<file path="src/rtl/raycast_pkg.sv">
// Shared constants and state encoding for the ray angle sequencer.
// Angles are integer degrees plus thousandths of a degree.
package raycast_pkg;

  localparam int DEG_FULL  = 360;
  localparam int FRAC_FULL = 1000;

  localparam int DEF_HALF_FOV_DEG = 30;
  localparam int DEF_STEP_FRAC    = 375;

  typedef enum logic [1:0] {
    IDLE  = 2'd0,
    INIT  = 2'd1,
    ISSUE = 2'd2,
    DONE  = 2'd3
  } state_t;

endpackage

</file>
<file path="src/rtl/angle_step_add.sv">
// Adds a fixed fractional step to a degree/thousandths angle.
// Carries fraction overflow into degrees and wraps 360 back to 0.
module angle_step_add
  import raycast_pkg::*;
#(
  parameter int STEP = DEF_STEP_FRAC
) (
  input  logic [8:0] ang_int,
  input  logic [9:0] ang_frac,
  output logic [8:0] next_int,
  output logic [9:0] next_frac
);

  logic [10:0] frac_sum;
  logic [9:0]  int_sum;
  logic        carry;

  always_comb begin
    frac_sum = {1'b0, ang_frac} + 11'(STEP);
    carry    = frac_sum >= 11'(FRAC_FULL);
    if (carry)
      next_frac = 10'(frac_sum - 11'(FRAC_FULL));
    else
      next_frac = frac_sum[9:0];
    int_sum = {1'b0, ang_int} + {9'd0, carry};
    if (int_sum >= 10'(DEG_FULL))
      next_int = 9'(int_sum - 10'(DEG_FULL));
    else
      next_int = int_sum[8:0];
  end

endmodule

</file>
<file path="src/rtl/ray_angle_sequencer.sv">
// Walks one frame of screen columns, issuing a ray angle per column
// over a valid/ready handshake, starting half a FOV left of the player.
module ray_angle_sequencer
  import raycast_pkg::*;
#(
  parameter int H_RES        = 160,
  parameter int HALF_FOV_DEG = DEF_HALF_FOV_DEG,
  parameter int STEP_FRAC    = DEF_STEP_FRAC
) (
  input  logic       clk,
  input  logic       resetn,
  input  logic       start,
  input  logic [8:0] player_angle_int,
  input  logic [9:0] player_angle_frac,
  input  logic       col_ready,
  output logic       col_valid,
  output logic [7:0] col_index,
  output logic [8:0] ray_angle_int,
  output logic [9:0] ray_angle_frac,
  output logic       busy,
  output logic       frame_done
);

  localparam logic [7:0] LAST_COL = 8'(H_RES - 1);
  localparam logic [9:0] FOV      = 10'(HALF_FOV_DEG);

  state_t     state;
  logic [8:0] cap_int;
  logic [9:0] cap_frac;
  logic [9:0] cap_wide;
  logic [8:0] base_int;
  logic [8:0] step_int;
  logic [9:0] step_frac;

  always_comb begin
    cap_wide = {1'b0, cap_int};
    if (cap_wide >= FOV)
      base_int = 9'(cap_wide - FOV);
    else
      base_int = 9'(cap_wide + 10'(DEG_FULL) - FOV);
  end

  angle_step_add #(
    .STEP(STEP_FRAC)
  ) u_step (
    .ang_int  (ray_angle_int),
    .ang_frac (ray_angle_frac),
    .next_int (step_int),
    .next_frac(step_frac)
  );

  always_ff @(posedge clk or negedge resetn) begin
    if (!resetn) begin
      state          <= IDLE;
      cap_int        <= '0;
      cap_frac       <= '0;
      col_valid      <= 1'b0;
      col_index      <= '0;
      ray_angle_int  <= '0;
      ray_angle_frac <= '0;
      busy           <= 1'b0;
      frame_done     <= 1'b0;
    end else begin
      unique case (state)
        IDLE: begin
          if (start) begin
            cap_int  <= player_angle_int;
            cap_frac <= player_angle_frac;
            busy     <= 1'b1;
            state    <= INIT;
          end
        end
        INIT: begin
          col_index      <= '0;
          ray_angle_int  <= base_int;
          ray_angle_frac <= cap_frac;
          col_valid      <= 1'b1;
          state          <= ISSUE;
        end
        ISSUE: begin
          if (col_ready) begin
            if (col_index == LAST_COL) begin
              col_valid  <= 1'b0;
              frame_done <= 1'b1;
              state      <= DONE;
            end else begin
              col_index      <= col_index + 8'd1;
              ray_angle_int  <= step_int;
              ray_angle_frac <= step_frac;
            end
          end
        end
        DONE: begin
          frame_done <= 1'b0;
          busy       <= 1'b0;
          state      <= IDLE;
        end
      endcase
    end
  end

endmodule

</file>
<file path="config.mk">
export PLATFORM = sky130hd
export DESIGN_NAME = ray_angle_sequencer
export DESIGN_NICKNAME = d
export VERILOG_FILES = /design/src/rtl/raycast_pkg.sv /design/src/rtl/angle_step_add.sv /design/src/rtl/ray_angle_sequencer.sv
export SDC_FILE = /design/constraint.sdc
export NUM_CORES = 1
export LEC_CHECK = 0
export CORE_AREA = 2 2 102 104
export DETAILED_ROUTE_END_ITERATION = 16
export DIE_AREA = 0 0 104 106
export GPL_TIMING_DRIVEN = 0
export PLACE_DENSITY_LB_ADDON = 0.08
export SYNTH_ARGS = -nofsm -noshare
export SYNTH_HDL_FRONTEND = slang
export SYNTH_HIERARCHICAL = 1
export SYNTH_SLANG_ARGS = --single-unit
</file>
<file path="constraint.sdc">
create_clock -name clk -period 7.2 [get_ports clk]
set_input_delay 2.16 -clock clk [delete_from_list [all_inputs] [get_ports clk]]
set_output_delay 2.16 -clock clk [all_outputs]
set_load 0.01 [all_outputs]
</file>
# == Yosys cells after proc, flatten, opt, wreduce, memory -nomap -nowiden ==
# Index checks and enable logic that the tools add are counted.
# word_totals
word_cells,62
register_bits,51
output_inout_bits,30
input_bits,23
# op_classes
magnitude_cmp,3
n_mux,24
n_addsub,8
n_eq_ne,8
reduce_logical,10
# ops
op,count
2-to-1 mux 9 bit,4
2-to-1 mux 10 bit,3
case mux 10 bit (2 select lines),1
case mux 9 bit (2 select lines),1
subtractor 9 x 5 -> 9 bit (second input constant),2
2-to-1 mux 8 bit,2
case mux 8 bit (2 select lines),1
AND reduction 3 bit,4
adder 10 x 9 -> 11 bit (second input constant),1
greater-or-equal comparator 11 x 10 -> 1 bit (second input constant),1
adder 9 x 1 -> 10 bit,1
greater-or-equal comparator 10 x 9 -> 1 bit (second input constant),1
subtractor 10 bit (second input constant),1
adder 9 bit (second input constant),1
greater-or-equal comparator 9 x 5 -> 1 bit (second input constant),1
subtractor 9 bit (second input constant),1
adder 8 x 1 -> 8 bit (second input constant),1
equality test 8 bit (second input constant),1
!= test 2 bit (second input constant),4
case mux 2 bit (4 select lines),1
2-to-1 mux 2 bit,3
case mux 1 bit (2 select lines),3
nonzero test 2 bit,3
2-to-1 mux 1 bit,5
other kinds (4),6

# == Depth between registers and ports, before layout ==
# Gate-level depths: netlist of run 1.
# logic_depth
ltp_word,8
ltp_mapped,20
ltp_nobuf,20

# == Modules after synthesis ==
# Netlist of run 1, hierarchy kept.
# by_module_without_submodules
mod,area_each_um2,cells_per_inst,instances,seq_area_each_um2
ray_angle_sequencer,2571.2,233,1,1276.2
angle_step_add,890.9,132,1,0.0

# == Worst setup path after synthesis of run 1 ==
# No wires, ideal clock.
# synth_path
path_kind,flip-flop to flip-flop
startpoint,reg ray_angle_frac[0]
endpoint,reg ray_angle_int[4]
period_less_slack_ps,4009
n_path_buf,0
setup_time_ps,126
required_ps,7074
path_slack_ps,3191
path_stages_with_launch,21
t_arrival_ps,3883
path_cell_list,dfrtp_1 > inv_1 > ha_1 > nand2b_1 > nand2_1 > xnor2_1 > ha_1 > nand3_1 > a31oi_1 > a2bb2oi_2 > inv_1 > ha_1 > nand3_1 > a2bb2oi_1 > a21boi_1 > o31a_1 > a21o_1 > a21oi_1 > and2_1 > mux2i_1 > nand3_1
# synth_via
elab_chain_len,8
elab_cells_between_ends,9
cone_classes,add/sub (3); order compare (2); mux (4)
# synth_lines
element,line_no,text
"start, declared",ray_angle_sequencer.sv:19,"output logic [9:0] ray_angle_frac,"
"start signal, assigned",ray_angle_sequencer.sv:76,ray_angle_frac <= cap_frac;
"start signal, assigned",ray_angle_sequencer.sv:89,ray_angle_frac <= step_frac;
adder 10 x 9 -> 11 bit *,angle_step_add.sv:19,"frac_sum = {1'b0, ang_frac} + 11'(STEP);"
greater-or-equal comparator 11 x 10 -> 1 bit *,angle_step_add.sv:20,carry = frac_sum >= 11'(FRAC_FULL);
adder 9 x 1 -> 10 bit *,angle_step_add.sv:25,"int_sum = {1'b0, ang_int} + {9'd0, carry};"
subtractor 9 bit / greater-or-equal comparator 10 x 9 -> 1 bit (equally long branches),"angle_step_add.sv:27, angle_step_add.sv:26",
2-to-1 mux 9 bit *,angle_step_add.sv:26,if (int_sum >= 10'(DEG_FULL))
net step_int[4],ray_angle_sequencer.sv:32,logic [8:0] step_int;
2-to-1 mux 9 bit *,ray_angle_sequencer.sv:82,if (col_index == LAST_COL) begin
2-to-1 mux 9 bit *,ray_angle_sequencer.sv:81,if (col_ready) begin
case mux 9 bit (2 select lines) *,ray_angle_sequencer.sv:64,unique case (state)
"end signal, assigned",ray_angle_sequencer.sv:75,ray_angle_int <= base_int;
"end signal, assigned",ray_angle_sequencer.sv:88,ray_angle_int <= step_int;
"end, declared",ray_angle_sequencer.sv:18,"output logic [8:0] ray_angle_int,"
# The timed path passes the listed nets; every way through them passes the cells marked *. The select of a mux whose other input is x is not followed.
# A chain may end at the register's enable or synchronous reset.

# == Worst setup path after layout of run 1 ==
# Ends and elaborated chain as after synthesis.

==> results.json, run 1 <==
{
  "status": "completed",
  "period_share": 0.6694,
  "yosys.area.top_type": "dfrtp_1",
  "clock_skew_ns": 0.01216,
  "first_global_vias": 2988,
  "clk_path_buf_depth": 2,
  "dp_slack_ns": 2.467,
  "hp-start": "cap_frac[1]",
  "fmax_ghz": 0.2075,
  "async_flop_share": 1.000,
  "startpoint_type": "flop",
  "gp_congestion": 0.8497,
  "post_cts_resized": 0,
  "numCtsBuffers": 5,
  "power.density_nw_per_um2": 331.4,
  "grt_pass1_wl_um": 14400,
  "cts_hold_buffers": 0,
  "drcViolationCount": 0,
  "cap_violations": 0,
  "slew_headroom": 0.4867,
  "fin_tns_setup_ns": 0,
  "dp_hpwl_um": 6383,
  "synthCells": 365,
  "hold_viol": 0,
  "area_growth_pct": 23.24,
  "worstMarginPinSlew_ns": 0.7699,
  "dieArea_sq_um": 11020,
  "num_rows": 37,
  "min_path_type": "flop to flop",
  "dieHeight_um": 106,
  "fin_util": 0.4267,
  "cp.arrival_ns": 5.00,
  "antenna_found_initial": 0,
  "synth_top_area_frac": 0.3686,
  "drtIter0Drc": 109,
  "final_cell_mix": "dfrtp_1 (51), clkdlybuf4s50_1 (51), nand2_1 (40)",
  "rsz0062_at_grt": "false",
  "vias": 2953,
  "routed_via_density": 5.254,
  "io-pin-count": 53,
  "wirelength_um": 8652,
  "syn_avg_cell_area_sq_um": 9.485,
  "worstReg2RegStart": "ray_angle_frac[0]",
  "coreArea_sq_um": 10000,
  "overflow": 0,
  "synth-seq-cells": 51,
  "grt_usage": 0.1588,
  "diodes": 0,
  "clkLatencyLatePin_ns": 0.30,
  "dieWidth_um": 104,
  "syn-cell-area_sq_um": 3462,
  "finalSetupViolCount": 0,
  "layout-drive-gt1-share": 0.1221,
  "cts_root_buffer": "clkbuf_8",
  "power.leakage_nw": 1.867,
  "criticalPathCategory": "flop to flop",
  "postRouteAntennaNets": 0,
  "critPathMaxFanout": 10,
  "start_util": 0.3462,
  "yosys_most_used_dff": "dfrtp_1",
  "yosysWarnings": 6,
  "post-cts-setup-buffers": 0,
  "numPortBuffers": 52,
  "ys_types": 68,
  "cts_tree": "built",
  "grt_max_degree": 38,
  "h-tree-depth": 2,
  "wl_per_cell_um": 15.40,
  "worst_setup_path_end_kind": "flop",
  "clk_pin_slew_ns": 0.10,
  "synth_edf_count": 0,
  "required_ns": 7.38,
  "drt-pass1-iter-count": 4,
  "post-route-min-period_ns": 4.820,
  "num-nets-final": 460,
  "clock_sink_count": 51,
  "finalWorstSetupSlack_ns": 2.380,
  "crit_path_start": "ray_angle_frac[0]",
  "irDropWorstVdd_v": 0.0001343,
  "ys_seq_area_frac": 0.3686,
  "slew_violations": 0,
  "synthTopCellsByArea": "dfrtp_1 (37%), mux2_2 (6.5%), mux2i_1 (5.5%)",
  "syn_nets": 400,
  "p_total_mw": 1.414
}
[final timing paths]
kind / endpoint / slack [ns] / cells after the start
worst min-delay path: cap_frac[1] / 0.51 / 1
worst min register to register: cap_frac[1] / 0.51 / 1
worst max-delay path: ray_angle_int[4] / 2.38 / 20
worst max register to register: ray_angle_int[4] / 2.38 / 20
max in group asynchronous: ray_angle_int[7] / 4.90 / 2
min in group asynchronous: col_index[7] / 1.75 / 1
[state kept, by name, indices dropped and copies added (netlist names)]
name and cells:
col_index 8, busy 1, ray_angle_frac 10, frame_done 1
ray_angle_int 9, cap_int 9, col_valid 1, cap_frac 10
state 2
[synth_stat cells, types with 2 or more instances]
cell type  number
dfrtp_1        51
nand2_1        40
o21ai_0        24
mux2_2         20
mux2i_1        19
nand3_1        17
inv_1          16
a21oi_1        15
nor2_1         14
ha_1           12
xnor2_1         9
clkbuf_1        8
xor2_1          8
a31oi_1         6
nor2b_1         6
or3_1           6
a21o_1          4
a2bb2oi_1       4
and2_1          4
buf_2           4
o211ai_1        4
o31ai_1         4
or2_2           4
a211oi_1        3
nand3b_1        3
nor3_1          3
o2111ai_1       3
o21ai_1         3
and3_1          2
buf_4           2
nand2b_1        2
nand4_1         2
nor4_1          2
o21a_1          2
o21bai_1        2
o2bb2ai_1       2
o31a_1          2
or3_4           2
or4_1           2
[cell type report]
cell class | count | area [sq um]
tap | 136 | 170.2
fill | 1023 | 5733
clock inverter | 2 | 16.27
timing repair buffer | 53 | 535.5
clock buffer | 6 | 82.58
inverter | 17 | 63.81
multi-input combinational | 282 | 2046
buffer | 15 | 76.32
sequential | 51 | 1276
[kinds of logic after synthesis]
logic type,count (synthesis),share of synthesized area
simple gates,115,0.1764
compound gates,98,0.2038
flops,51,0.3686
mux,40,0.1243
buf+inv,32,0.04048
xor+xnor,17,0.04301
fa+ha+maj,12,0.04337
[per-stage QoR]
step                hold WS [ns]  cells  area (sq um)
global route              0.5366    562          4267
finish                    0.5135    562          4267
global placement          0.4860    553          4153
floorplan                 0.4787    365          3462
detailed placement        0.4928    554          4168
CTS                       0.5166    562          4267
[metal layers]
metal,up-vias,track usage,wire [um]
met5,-,0,0
met4,0,0.04440,78
met3,6,0.02269,239
met2,53,0.2768,4241
met1,1436,0.2061,4091
li1,1458,-,-
[critical path: stages (launching register included)]
cell	delay, ns
dfrtp_1	0.50
inv_1	0.12
ha_1	0.28
nand2b_1	0.20
nand2_1	0.10
xnor2_1	0.23
ha_1	0.35
nand3_1	0.22
a31oi_1	0.37
a2bb2oi_2	0.28
inv_1	0.10
ha_1	0.23
nand3_1	0.25
a2bb2oi_1	0.23
a21boi_1	0.38
o31a_1	0.30
a21o_1	0.14
a21oi_1	0.05
and2_1	0.16
mux2i_1	0.12
nand3_1	0.09
[where the power goes]
part	internal [mW]	switching, mW	total [mW]
clock network	0.0787	0.101	0.180
registers	0.348	0.0969	0.445
logic	0.382	0.407	0.789
total	0.809	0.605	1.41
No activity file was read; power rests on OpenSTA's default activity.
==> run 2, diff against run 1 <==
- clock period: 7.2 -> 3.93 ns (I/O delays scaled with it)
==> run 2 against run 1 <==
Count of clock-buffer cells in the layout down 1. Non-clock buffer count up 12. Register-to-register slack worse by 2.2 ns. Flip-flop and latch count unchanged. Global-route usage about the same. Clock power up 110%. Hold slack worse by 0.0014 ns. Largest cell class unchanged.
==> results.json, run 2 (same netlist as run 1, synthesis figures left out) <==
{
  "status": "completed",
  "fin_util": 0.4552,
  "worstHoldPathCells": 1,
  "dieHeight_um": 106,
  "period_share": 0.9584,
  "min_path_type": "flop to flop",
  "first_global_vias": 2971,
  "io-pin-count": 53,
  "dp_slack_ns": -0.5816,
  "cap_violations": 0,
  "clock_skew_ns": 0.01353,
  "start_util": 0.3462,
  "grt_pass1_wl_um": 14460,
  "hp-start": "cap_frac[1]",
  "routed_via_density": 5.209,
  "grt_usage": 0.1587,
  "coreArea_sq_um": 10000,
  "required_ns": 4.12,
  "drcViolationCount": 0,
  "holdPathEnd": "cap_frac[1]",
  "fmax_ghz": 0.2655,
  "wirelength_um": 8626,
  "wl_per_cell_um": 15.03,
  "worstMarginPinSlew_ns": 0.7586,
  "clk_path_buf_depth": 2,
  "num-nets-final": 472,
  "cts_root_buffer": "clkbuf_8",
  "dp_hpwl_um": 6261,
  "crit_top_cell": "a31oi_4",
  "r2r-end": "ray_angle_int[4]",
  "finalWorstSetupSlack_ns": 0.1636,
  "diodes": 0,
  "antenna_found_initial": 0,
  "postRouteAntennaNets": 0,
  "clk_pin_slew_ns": 0.10,
  "clkLatencyLatePin_ns": 0.31,
  "rsz0062_at_grt": "false",
  "criticalPathCategory": "flop to flop",
  "worst_setup_path_end_kind": "flop",
  "finalSetupViolCount": 0,
  "hold_viol": 0,
  "slowest_delay_ns": 0.43,
  "numCtsBuffers": 5,
  "crit_slowest_cell": "dfrtp_1",
  "gp_congestion": 0.7751,
  "h-tree-depth": 2,
  "worstReg2RegStart": "ray_angle_frac[4]",
  "post-route-min-period_ns": 3.766,
  "slew_headroom": 0.4943,
  "overflow": 0,
  "area_growth_pct": 31.48,
  "cp.arrival_ns": 3.95,
  "largest_registers": "cap_frac (10), ray_angle_frac (10)",
  "power.density_nw_per_um2": 637.0,
  "slew_violations": 0,
  "grt_max_degree": 35,
  "p_total_mw": 2.899,
  "num_rows": 37,
  "vias": 2990,
  "critPathMaxFanout": 9,
  "path_cells": "buf_2, or3_4, or2_2, a31oi_4, a31oi_4, a2bb2oi_4, inv_2, ha_4, nand3_4, a2bb2oi_1, a21boi_4, o31a_1, o311ai_2, a21oi_1, and2_1, mux2i_1, nand3_1",
  "final_cell_mix": "clkdlybuf4s50_1 (51), dfrtp_1 (48), nand2_1 (40)",
  "dieWidth_um": 104,
  "fin_hold_ws_ns": 0.5121,
  "r2r_cells": 17,
  "r2r_slack_ns": 0.16,
  "numPortBuffers": 52,
  "dieArea_sq_um": 11020,
  "startpoint_type": "flop",
  "fin_tns_setup_ns": 0,
  "irDropWorstVdd_v": 0.0002704,
  "cts_tree": "built",
  "power.leakage_nw": 1.955,
  "drt-pass1-iter-count": 4,
  "final_common_cell": "clkdlybuf4s50_1",
  "layout-drive-gt1-share": 0.1986,
  "clock_sink_count": 51,
  "cts_hold_buffers": 0,
  "drtIter0Drc": 100
}
run 2: layer usage:
| metal | vias to the layer above | GRT usage | share of wire | wire length (um) |
|---|---|---|---|---|
| met5 | - | 0 | 0 | 0 |
| met4 | 0 | 0.03861 | 0.011 | 91 |
| met3 | 9 | 0.02330 | 0.028 | 243 |
| met2 | 46 | 0.2843 | 0.50 | 4277 |
| met1 | 1449 | 0.2015 | 0.47 | 4013 |
| li1 | 1486 | - | - | - |
run 2: how the worst max path moves through the flow:
stage | end | depth (start not counted) | from
final | ray_angle_int[4] | 17 | ray_angle_frac[4]
after global routing | ray_angle_int[4] | 18 | ray_angle_frac[2]
after CTS | ray_angle_int[4] | 19 | ray_angle_frac[1]
after detailed placement | ray_angle_int[4] | 20 | ray_angle_frac[1]
after global placement | ray_angle_int[4] | 20 | ray_angle_frac[1]
after floorplan | ray_angle_int[4] | 20 | ray_angle_frac[1]
run 2: cell type report:
type	instances	area (sq um)
inverter	17	63.81
sequential	51	1280
tap	136	170.2
fill	989	5448
buffer	15	77.57
timing repair buffer	65	625.6
clock buffer	5	68.82
multi-input combinational	282	2222
clock inverter	3	43.79
run 2: power by group:
group	switching, mW	leakage (nW)	internal (mW)
Clock	0.183	0.0581	0.190
Combinational	0.850	1.24	0.860
Sequential	0.176	0.656	0.640
Total	1.21	1.96	1.69
run 2: critical path, delay by kind of cell (launching register included):
kind / cells / cell delay, ns
AO/OA/AOI/OAI: 8 / 1.53
AND/OR/NAND/NOR: 5 / 1.11
multiplexers: 1 / 0.12
buffers and inverters: 2 / 0.30
adder cells (fa/ha/maj): 1 / 0.16
flip-flops: 1 / 0.43
run 2: repair_timing:
action	4_1_cts	5_1_grt
gates resized for setup	19	14
pin swaps	6	7
buffers inserted	9	3
setup endpoints to repair	6	6
run 2: metrics by stage:
stage               std cells  area [sq um]
CTS                       571          4457
global route              574          4552
finish                    574          4552
detailed placement        554          4179
global placement          553          4164
floorplan                 365          3473
==> run 3, diff against run 2 <==
- SLEW_MARGIN: not set -> 20
==> run 3 against run 2 <==
Flip-flop and latch count did not move. Via count rose by 1.3%. Global-route usage barely moved. Critical path depth rose by 1. Sequential share of layout area rose by 0.12 points. Utilization fell by 0.19 points. Final area fell by 0.41%. Critical endpoint unchanged. Largest cell class unchanged. Largest power group unchanged. Highest routed layer unchanged.
==> results.json, run 3 (same netlist as run 1, synthesis figures left out) <==
{
  "swShare": 0.4128,
  "clk_pin_slew_ns": 0.10,
  "p_seq_frac": 0.281,
  "startpoint_type": "flop",
  "routed_via_density": 5.259,
  "wl_per_cell_um": 14.91,
  "grt_max_degree": 52,
  "grt_pass1_wl_um": 14400,
  "power.density_nw_per_um2": 643.7,
  "global_route.usage.met1": 0.2077,
  "cts_tree": "built",
  "power.leakage_nw": 1.956,
  "postRouteAntennaNets": 0,
  "finalSetupViolCount": 0,
  "layout-drive-gt1-share": 0.2023,
  "start_util": 0.3462,
  "clkPwrFrac": 0.128,
  "slowest_delay_ns": 0.44,
  "post-route-min-period_ns": 3.764,
  "final_cell_mix": "clkdlybuf4s50_1 (51), dfrtp_1 (48), nand2_1 (40)",
  "netSwitchingPower_mw": 1.204,
  "period_share": 0.9579,
  "use_met3": 0.02452,
  "grt.met2_usage": 0.2763,
  "dieWidth_um": 104,
  "overflow": 0,
  "area_growth_pct": 30.94,
  "pwr-share-comb": 0.591,
  "drcViolationCount": 0,
  "antenna_found_initial": 0,
  "status": "completed",
  "clock_sink_count": 51,
  "h-tree-depth": 2,
  "largest_registers": "cap_frac (10), ray_angle_frac (10)",
  "slew_headroom": 0.4815,
  "num_rows": 37,
  "final_cell_count_no_fill": 576,
  "fin_hold_ws_ns": 0.5135,
  "placed_cells": 553,
  "required_ns": 4.12,
  "numPortBuffers": 52,
  "criticalPathCategory": "flop to flop",
  "io-pin-count": 53,
  "fin_area_sq_um": 4533,
  "worst_setup_path_end_kind": "flop",
  "path_cells": "buf_4, o31a_1, or2_4, ha_4, a31oi_4, a31oi_4, a2bb2oi_2, inv_2, ha_2, nand3_1, or3_4, a21boi_4, o31a_1, a21o_1, a21oi_1, and2_1, mux2i_1, nand3_1",
  "critPathMaxFanout": 5,
  "clkLatencyLatePin_ns": 0.31,
  "final_common_cell": "clkdlybuf4s50_1",
  "wirelength_um": 8586,
  "num-nets-final": 474,
  "min_path_type": "flop to flop",
  "diodes": 0,
  "dieHeight_um": 106,
  "placed_cell_area_sq_um": 4161,
  "irDropWorstVdd_v": 0.0002828,
  "cts_root_buffer": "clkbuf_8",
  "hold_viol": 0,
  "fmax_ghz": 0.2656,
  "gp_congestion": 0.7751,
  "cp.arrival_ns": 3.95,
  "grt_usage": 0.1589,
  "drtIter0Drc": 83,
  "internal_power_mw": 1.714,
  "vias": 3029,
  "numCtsBuffers": 5,
  "grt-busiest-layer": "met2",
  "dieArea_sq_um": 11020,
  "crit_slowest_cell": "dfrtp_2",
  "fin_tns_setup_ns": 0,
  "cap_violations": 0,
  "slew_violations": 0,
  "p_total_mw": 2.918,
  "cts_hold_buffers": 0,
  "first_global_vias": 2873,
  "coreArea_sq_um": 10000,
  "worstMarginPinSlew_ns": 0.7777,
  "dp_hpwl_um": 6153,
  "clock_skew_ns": 0.01092,
  "drt-pass1-iter-count": 4,
  "clk_path_buf_depth": 2
}
run 3: worst max-delay path, delay by kind of cell (launching register included):
kind	cells	cell delay (ns)
AOI/OAI and AO/OA	8	1.42
adders and majority gates	2	0.38
buffers and inverters	2	0.25
DFF	1	0.44
muxes	1	0.12
and+or+nand+nor	5	1.03
run 3: final timing paths:
check,start,end,slack (ns),cells after the start
worst max-delay path,ray_angle_frac[1],ray_angle_int[4],0.17,18
min in group asynchronous,resetn,col_valid,0.88,1
max in group asynchronous,resetn,ray_angle_frac[0],2.55,1
worst min register to register,cap_frac[1],cap_frac[1],0.51,1
worst min-delay path,cap_frac[1],cap_frac[1],0.51,1
worst max register to register,ray_angle_frac[1],ray_angle_int[4],0.17,18
run 3: stage by stage:
step / setup slack [ns] / util
after global routing: -0.008764 / 0.4533
after detailed placement: -0.5684 / 0.4162
after floorplan: 0.06860 / -
after global placement: -0.5462 / 0.4164
final: 0.1656 / 0.4533
after CTS: 0.007700 / 0.4368
run 3: layout make-up:
type,count,area (sq um)
Buffer,15,77.57
Clock buffer,5,68.82
Clock inverter,3,43.79
Fill cell,1009,5466
Inverter,17,63.81
Multi-Input combinational cell,282,2198
Sequential cell,51,1280
Tap cell,136,170.2
Timing Repair Buffer,67,630.6
run 3: repair_timing:
action | CTS | global route
setup buffers | 6 | 9
setup endpoints to repair | 6 | 5
pin swaps | 4 | 7
resized for setup | 10 | 22
run 3: routing by layer:
layer	up-vias	wire, um
li1	1490	-
met1	1461	4029
met2	63	4163
met3	15	252
met4	0	140
met5	-	0
run 3: power groups by stage:
| stage | sequential [mW] | combinational [mW] | clock, mW |
|---|---|---|---|
| after detailed placement | 0.827 | 1.45 | 0 |
| after global routing | 0.847 | 1.90 | 0.408 |
| after floorplan | 0.835 | 0.944 | 0 |
| after global placement | 0.824 | 1.43 | 0 |
| after CTS | 0.820 | 1.55 | 0.386 |
| final | 0.819 | 1.73 | 0.373 |
